$ cat config.mk
export PLATFORM = sky130hd
export DESIGN_NAME = program_sequencer
export DESIGN_NICKNAME = d
export VERILOG_FILES = /design/src/rtl/program_sequencer.sv
export SDC_FILE = /design/constraint.sdc
export NUM_CORES = 1
export LEC_CHECK = 0
export ABC_AREA = 1
export CAP_MARGIN = 20
export CORE_ASPECT_RATIO = 1.1
export CORE_MARGIN = 3
export CORE_UTILIZATION = 40
export CTS_CLUSTER_DIAMETER = 60
export CTS_CLUSTER_SIZE = 30
export DETAILED_ROUTE_END_ITERATION = 6
export PLACE_DENSITY = 0.63
export RECOVER_POWER = 25
export SYNTH_ARGS = -nofsm -noshare
export SYNTH_HDL_FRONTEND = slang
export SYNTH_SLANG_ARGS = --single-unit
$ cat constraint.sdc
create_clock -name Clock -period 3.05 [get_ports Clock]
set_input_delay 0.61 -clock Clock [delete_from_list [all_inputs] [get_ports Clock]]
set_output_delay 0.61 -clock Clock [all_outputs]
set_load 0.01 [all_outputs]
$ cat src/rtl/program_sequencer.sv
// program_sequencer: issues instructions from a small program RAM to the
// simple processor over its Run/DIN/Done handshake. Each mvi is followed by
// its immediate word. Execution stops on a 3'b111 opcode, on an mvi that has
// no room for its immediate, or when the program counter runs off the end.
// Optional watchdog: define SEQ_WATCHDOG_EN to flag an Error when Done does
// not arrive within TIMEOUT cycles of an issued instruction.
module program_sequencer #(
    parameter int ADDR_W  = 4,
    parameter int TIMEOUT = 16
) (
    input  logic              Clock,
    input  logic              Reset,
    input  logic              Start,
    input  logic              Done,
    output logic [8:0]        DIN,
    output logic              Run,
    input  logic              prog_we,
    input  logic [ADDR_W-1:0] prog_addr,
    input  logic [8:0]        prog_data,
    output logic              Busy,
    output logic              Halted,
    output logic              Error,
    output logic [ADDR_W-1:0] PC,
    output logic [15:0]       instr_count
);

    localparam int DEPTH = 1 << ADDR_W;
    localparam logic [ADDR_W-1:0] LAST_ADDR = '1;

    localparam logic [2:0] S_IDLE  = 3'd0;
    localparam logic [2:0] S_ISSUE = 3'd1;
    localparam logic [2:0] S_IMM   = 3'd2;
    localparam logic [2:0] S_WAIT  = 3'd3;
    localparam logic [2:0] S_HALT  = 3'd4;
    localparam logic [2:0] S_ERR   = 3'd5;

    localparam logic [2:0] OP_MVI  = 3'b001;
    localparam logic [2:0] OP_HALT = 3'b111;

    logic [2:0]        state;
    logic [8:0]        mem [DEPTH];
    logic              wrapped;
    logic              timeout_hit;
    logic              start_ok;
    logic              issue_req;
    logic [ADDR_W-1:0] issue_addr;
    logic              issue_wrapped;
    logic [8:0]        issue_word;
    logic              issue_halt;
    logic              prog_open;

    // The program RAM only accepts writes while no program is running
    assign prog_open = (state == S_IDLE) || (state == S_HALT) || (state == S_ERR);

    // Program RAM write port; contents deliberately survive reset
    always_ff @(posedge Clock) begin
        if (prog_we && prog_open) begin
            mem[prog_addr] <= prog_data;
        end
    end

    // Decide whether this edge issues a new word and whether that word ends the program
    always_comb begin
        start_ok      = Start && prog_open;
        issue_req     = start_ok || (((state == S_IMM) || (state == S_WAIT)) && Done);
        issue_addr    = start_ok ? '0 : PC;
        issue_wrapped = start_ok ? 1'b0 : wrapped;
        issue_word    = mem[issue_addr];
        issue_halt    = issue_wrapped
                     || (issue_word[8:6] == OP_HALT)
                     || ((issue_word[8:6] == OP_MVI) && (issue_addr == LAST_ADDR));
    end

    // Main sequencer: every output is a register loaded on the edge that enters its state
    always_ff @(posedge Clock) begin
        if (Reset) begin
            state       <= S_IDLE;
            DIN         <= '0;
            Run         <= 1'b0;
            Busy        <= 1'b0;
            Halted      <= 1'b0;
            PC          <= '0;
            instr_count <= '0;
            wrapped     <= 1'b0;
        end else begin
            Run <= 1'b0;
            if (issue_req) begin
                if (issue_halt) begin
                    state       <= S_HALT;
                    DIN         <= '0;
                    Busy        <= 1'b0;
                    Halted      <= 1'b1;
                    PC          <= issue_addr;
                    wrapped     <= issue_wrapped;
                    instr_count <= start_ok ? 16'd0 : instr_count;
                end else begin
                    state   <= S_ISSUE;
                    DIN     <= issue_word;
                    Run     <= 1'b1;
                    Busy    <= 1'b1;
                    Halted  <= 1'b0;
                    PC      <= issue_addr + 1'b1;
                    wrapped <= (issue_addr == LAST_ADDR);
                    if (start_ok) begin
                        instr_count <= 16'd1;
                    end else if (instr_count != 16'hFFFF) begin
                        instr_count <= instr_count + 16'd1;
                    end
                end
            end else if (timeout_hit) begin
                state <= S_ERR;
                DIN   <= '0;
                Busy  <= 1'b0;
            end else begin
                case (state)
                    S_ISSUE: begin
                        if (DIN[8:6] == OP_MVI) begin
                            state   <= S_IMM;
                            DIN     <= mem[PC];
                            PC      <= PC + 1'b1;
                            wrapped <= (PC == LAST_ADDR);
                        end else begin
                            state <= S_WAIT;
                            DIN   <= '0;
                        end
                    end
                    S_IMM: begin
                        state <= S_WAIT;
                        DIN   <= '0;
                    end
                    default: begin
                        state <= state;
                    end
                endcase
            end
        end
    end

`ifdef SEQ_WATCHDOG_EN
    logic [15:0] wd_cnt;
    logic        error_q;

    assign timeout_hit = ((state == S_IMM) || (state == S_WAIT)) && !Done
                      && (wd_cnt == 16'(TIMEOUT - 1));
    assign Error = error_q;

    // Watchdog counter: restarts on each Run strobe, counts cycles spent waiting for Done
    always_ff @(posedge Clock) begin
        if (Reset) begin
            wd_cnt <= '0;
        end else if (Run) begin
            wd_cnt <= '0;
        end else if (((state == S_IMM) || (state == S_WAIT)) && !Done) begin
            wd_cnt <= wd_cnt + 16'd1;
        end
    end

    // Error flag: raised on expiry, cleared only by Reset or a new Start
    always_ff @(posedge Clock) begin
        if (Reset) begin
            error_q <= 1'b0;
        end else if (start_ok) begin
            error_q <= 1'b0;
        end else if (timeout_hit) begin
            error_q <= 1'b1;
        end
    end
`else
    assign timeout_hit = 1'b0;
    assign Error       = 1'b0;
`endif

endmodule

==> results of run 1 <==
registers in the layout (all words and copies together), names as in the netlist, named ones only:
register and cells:
mem 144, instr_count 16, DIN 9, PC 4, state 3, Busy 1
Halted 1, Run 1, wrapped 1
metal layers:
metal	up-vias	global-route usage [%]	wire (um)
li1	3760	-	-
met5	-	0	0
met4	0	6.059	405
met2	352	34.90	13170
met3	38	3.976	1902
met1	3787	27.40	11160
cell usage after synthesis (all sizes together):
library cell	n
dfxtp	40
nand4	4
o2111ai	5
nand2	179
o221ai	2
nor2	77
inv	97
and3	1
clkinv	4
o31ai	1
xnor2	3
conb	1
nor3b	1
or2	5
o21bai	1
ha	3
nand3	137
buf	26
a21oi	75
xor2	3
o211ai	69
edfxtp	144
o22ai	6
clkbuf	40
nor4	1
nor3	9
o21ai	99
a31oi	3
power by group through the flow:
stage | sequential (W) | combinational, W | clock, W
6_report | 0.00310 | 0.00391 | 0.00228
5_1_grt | 0.00313 | 0.00429 | 0.00242
4_1_cts | 0.00310 | 0.00387 | 0.00231
3_5_place_dp | 0.00315 | 0.00385 | 0
3_3_place_gp | 0.00316 | 0.00380 | 0
2_1_floorplan | 0.00306 | 0.00255 | 0
critical path: stages:
cell,delay (ns)
clkdlybuf4s50_1,0.46
nand3_4,0.15
buf_4,0.32
nand2_1,0.12
inv_1,0.19
nand3_1,0.16
nand2_1,0.12
inv_1,0.04
nand2_1,0.07
nand3_2,0.14
nand2_2,0.16
nor2_2,0.07
buf_12,0.15
nand2_1,0.06
nand3_1,0.06
nand2_1,0.07
inv_1,0.05
stage by stage:
stage	hold WS [ns]	worst slack [ns]	util, %
after floorplan	0.4876	0.4515	-
after global placement	0.4722	0.03240	45.50
after detailed placement	0.4786	-0.01081	45.50
after CTS	0.4896	0.3834	48.25
after global routing	0.5058	0.1709	48.25
final	0.4852	0.3472	48.25
worst min-delay path by stage:
| stage | end | slack (ns) |
|---|---|---|
| after floorplan | Busy$_SDFFE_PP0N_ | 0.49 |
| after global placement | instr_count[13]$_SDFFE_PP0P_ | 0.47 |
| after detailed placement | instr_count[13]$_SDFFE_PP0P_ | 0.48 |
| after CTS | instr_count[13]$_SDFFE_PP0P_ | 0.49 |
| after global routing | instr_count[13]$_SDFFE_PP0P_ | 0.51 |
| final | instr_count[13]$_SDFFE_PP0P_ | 0.49 |
area by class of cell:
cell class                      instances  area [sq um]
Multi-Input combinational cell        685          3537
Inverter                              101         380.4
Fill cell                            2154         11870
Clock buffer                           17         425.4
Timing Repair Buffer                  110          1011
Tap cell                              300         375.4
Clock inverter                         15         205.2
Sequential cell                       184          5130
cells by family after synthesis:
family / Yosys count
and+or+nand+nor: 414
AOI/OAI and AO/OA: 261
DFF: 184
buffers and inverters: 167
xor gates and xnor gates: 6
adders and majority gates: 3
other: 1
==> impl_metrics.ini, run 1 <==
[clock_network]
cts_sinks = 184
cts-resized-gates = 0
path_clk_slew_ns = 0.08
cts-root-buf = clkbuf_16
post_cts_buffers = 0
htreeDepth = 4
cts_buffers = 17
cts_tree = done
clock_path_buffers = 2
hold_buffers = 0
clk-insertion-delay-late_ns = 0.44

[global_route]
grt_max_degree = 60
antenna_found_initial = 0
grt.total_usage_pct = 20.74
grt_pass1_vias = 7499
grt_overflow = 0
grt_first_pass_wirelength_um = 41660

[logic_synthesis]
yosys-mux-area-fraction_pct = 0
ys_seq_area_share_pct = 54.69
synth_compound_gate_area_share_pct = 16.68
synth.avg_cell_area_sq_um = 9.045
netlist.top_cell.by_area = edfxtp_1
synth_adder_area_share_pct = 0.4006
synth-xor-area-share_pct = 0.5608
ys_types = 42
ys_top_cells_by_area = edfxtp_1, dfxtp_1, nand3_1
synth_top_area_share_pct = 46.15
synthSimpleGateAreaFrac_pct = 20.07
synth_top_family_by_area = simple AND/OR/NAND/NOR gates
ys_ff_latch = 184
synth_area_sq_um = 9370
synthCells = 1036
synthesis.nets = 1057
synth_warnings = 0

[worst_setup_path]
cp-startpoint = Start
r2r_start = instr_count[0]$_SDFFE_PP0P_
crit_path_end_kind = flip-flop
r2r_cells = 15
arrival_ns = 3.03
cp_data_required_time_ns = 3.38
critical_path_class = in -> reg
rrSetupSlack_ns = 0.51
worstPathMaxFanout = 23
critPathLaunchType = primary input
r2r-end = instr_count[6]$_SDFFE_PP0P_

[power_and_ir_drop]
ir_drop_uv = 348.1
p_int_w = 0.005463
p_clk_share_pct = 24.5
comb_power_share_pct = 42.1
sw_frac_of_total_pct = 41.19
seq_power_share_pct = 33.4
p_sw_w = 0.003827
p_total_w = 0.009290
p_per_area_nw_per_um2 = 839.7
leakage_nw = 4.016

[die]
num_rows = 58
dieArea_sq_um = 25300
start_util_pct = 40.86
coreArea_sq_um = 22930
die_x_um = 151.9
io_pins = 51
die_height_um = 166.5

[final_layout]
diodes = 0
areaGrowthSynthToFinish_pct = 18.08
layout.nets = 1120
final_cells = 1412
drive_above_1_share_pct = 12.95
layout_commonest_cell = nand2_1
mostFrequentLayoutCells = nand2_1, edfxtp_1, nand3_1
finish.instance_area_sq_um = 11060

[routing]
dr.pass1.iters = 5
dr_total_vias = 7937
wirelength_um = 26650
drc_errors = 0
postRouteAntennaNets = 0
drt-initial-drc-count = 802
avgViaCountPerCell = 5.621
wire_per_inst_um = 18.87

[place]
portBuffers = 49
dp_cells = 1380
placed_cell_area_sq_um = 10430
place.gp.congestion = 0.8746
place_hpwl_um = 18280

[job]
drv_cap = 0

[timing]
hold_viol_final = 0
fmax_mhz = 370.0
fin_crit_sh_pct = 88.62
rsz0062_at_grt = no
relSlewSlack_pct = 54.26
worstMarginPinSlew_ns = 0.6860
finClkSkew_ns = 0.01190
drv_slew = 0
setup_viol = 0
min_period_ns = 2.703
setup-tns-final_ns = 0

[min_path]
worstHoldPathCells = 2
worstHoldStart = instr_count[13]$_SDFFE_PP0P_
hold_class = reg -> reg

[status]
status = complete, no violations
No activity file was read; power rests on OpenSTA's default activity.
==> inputs of run 2 (changes only) <==
- CTS_CLUSTER_DIAMETER: 60 -> 150
==> results of run 2 <==
Same layout as run 1: the final DEF is identical, and so are final timing and power.
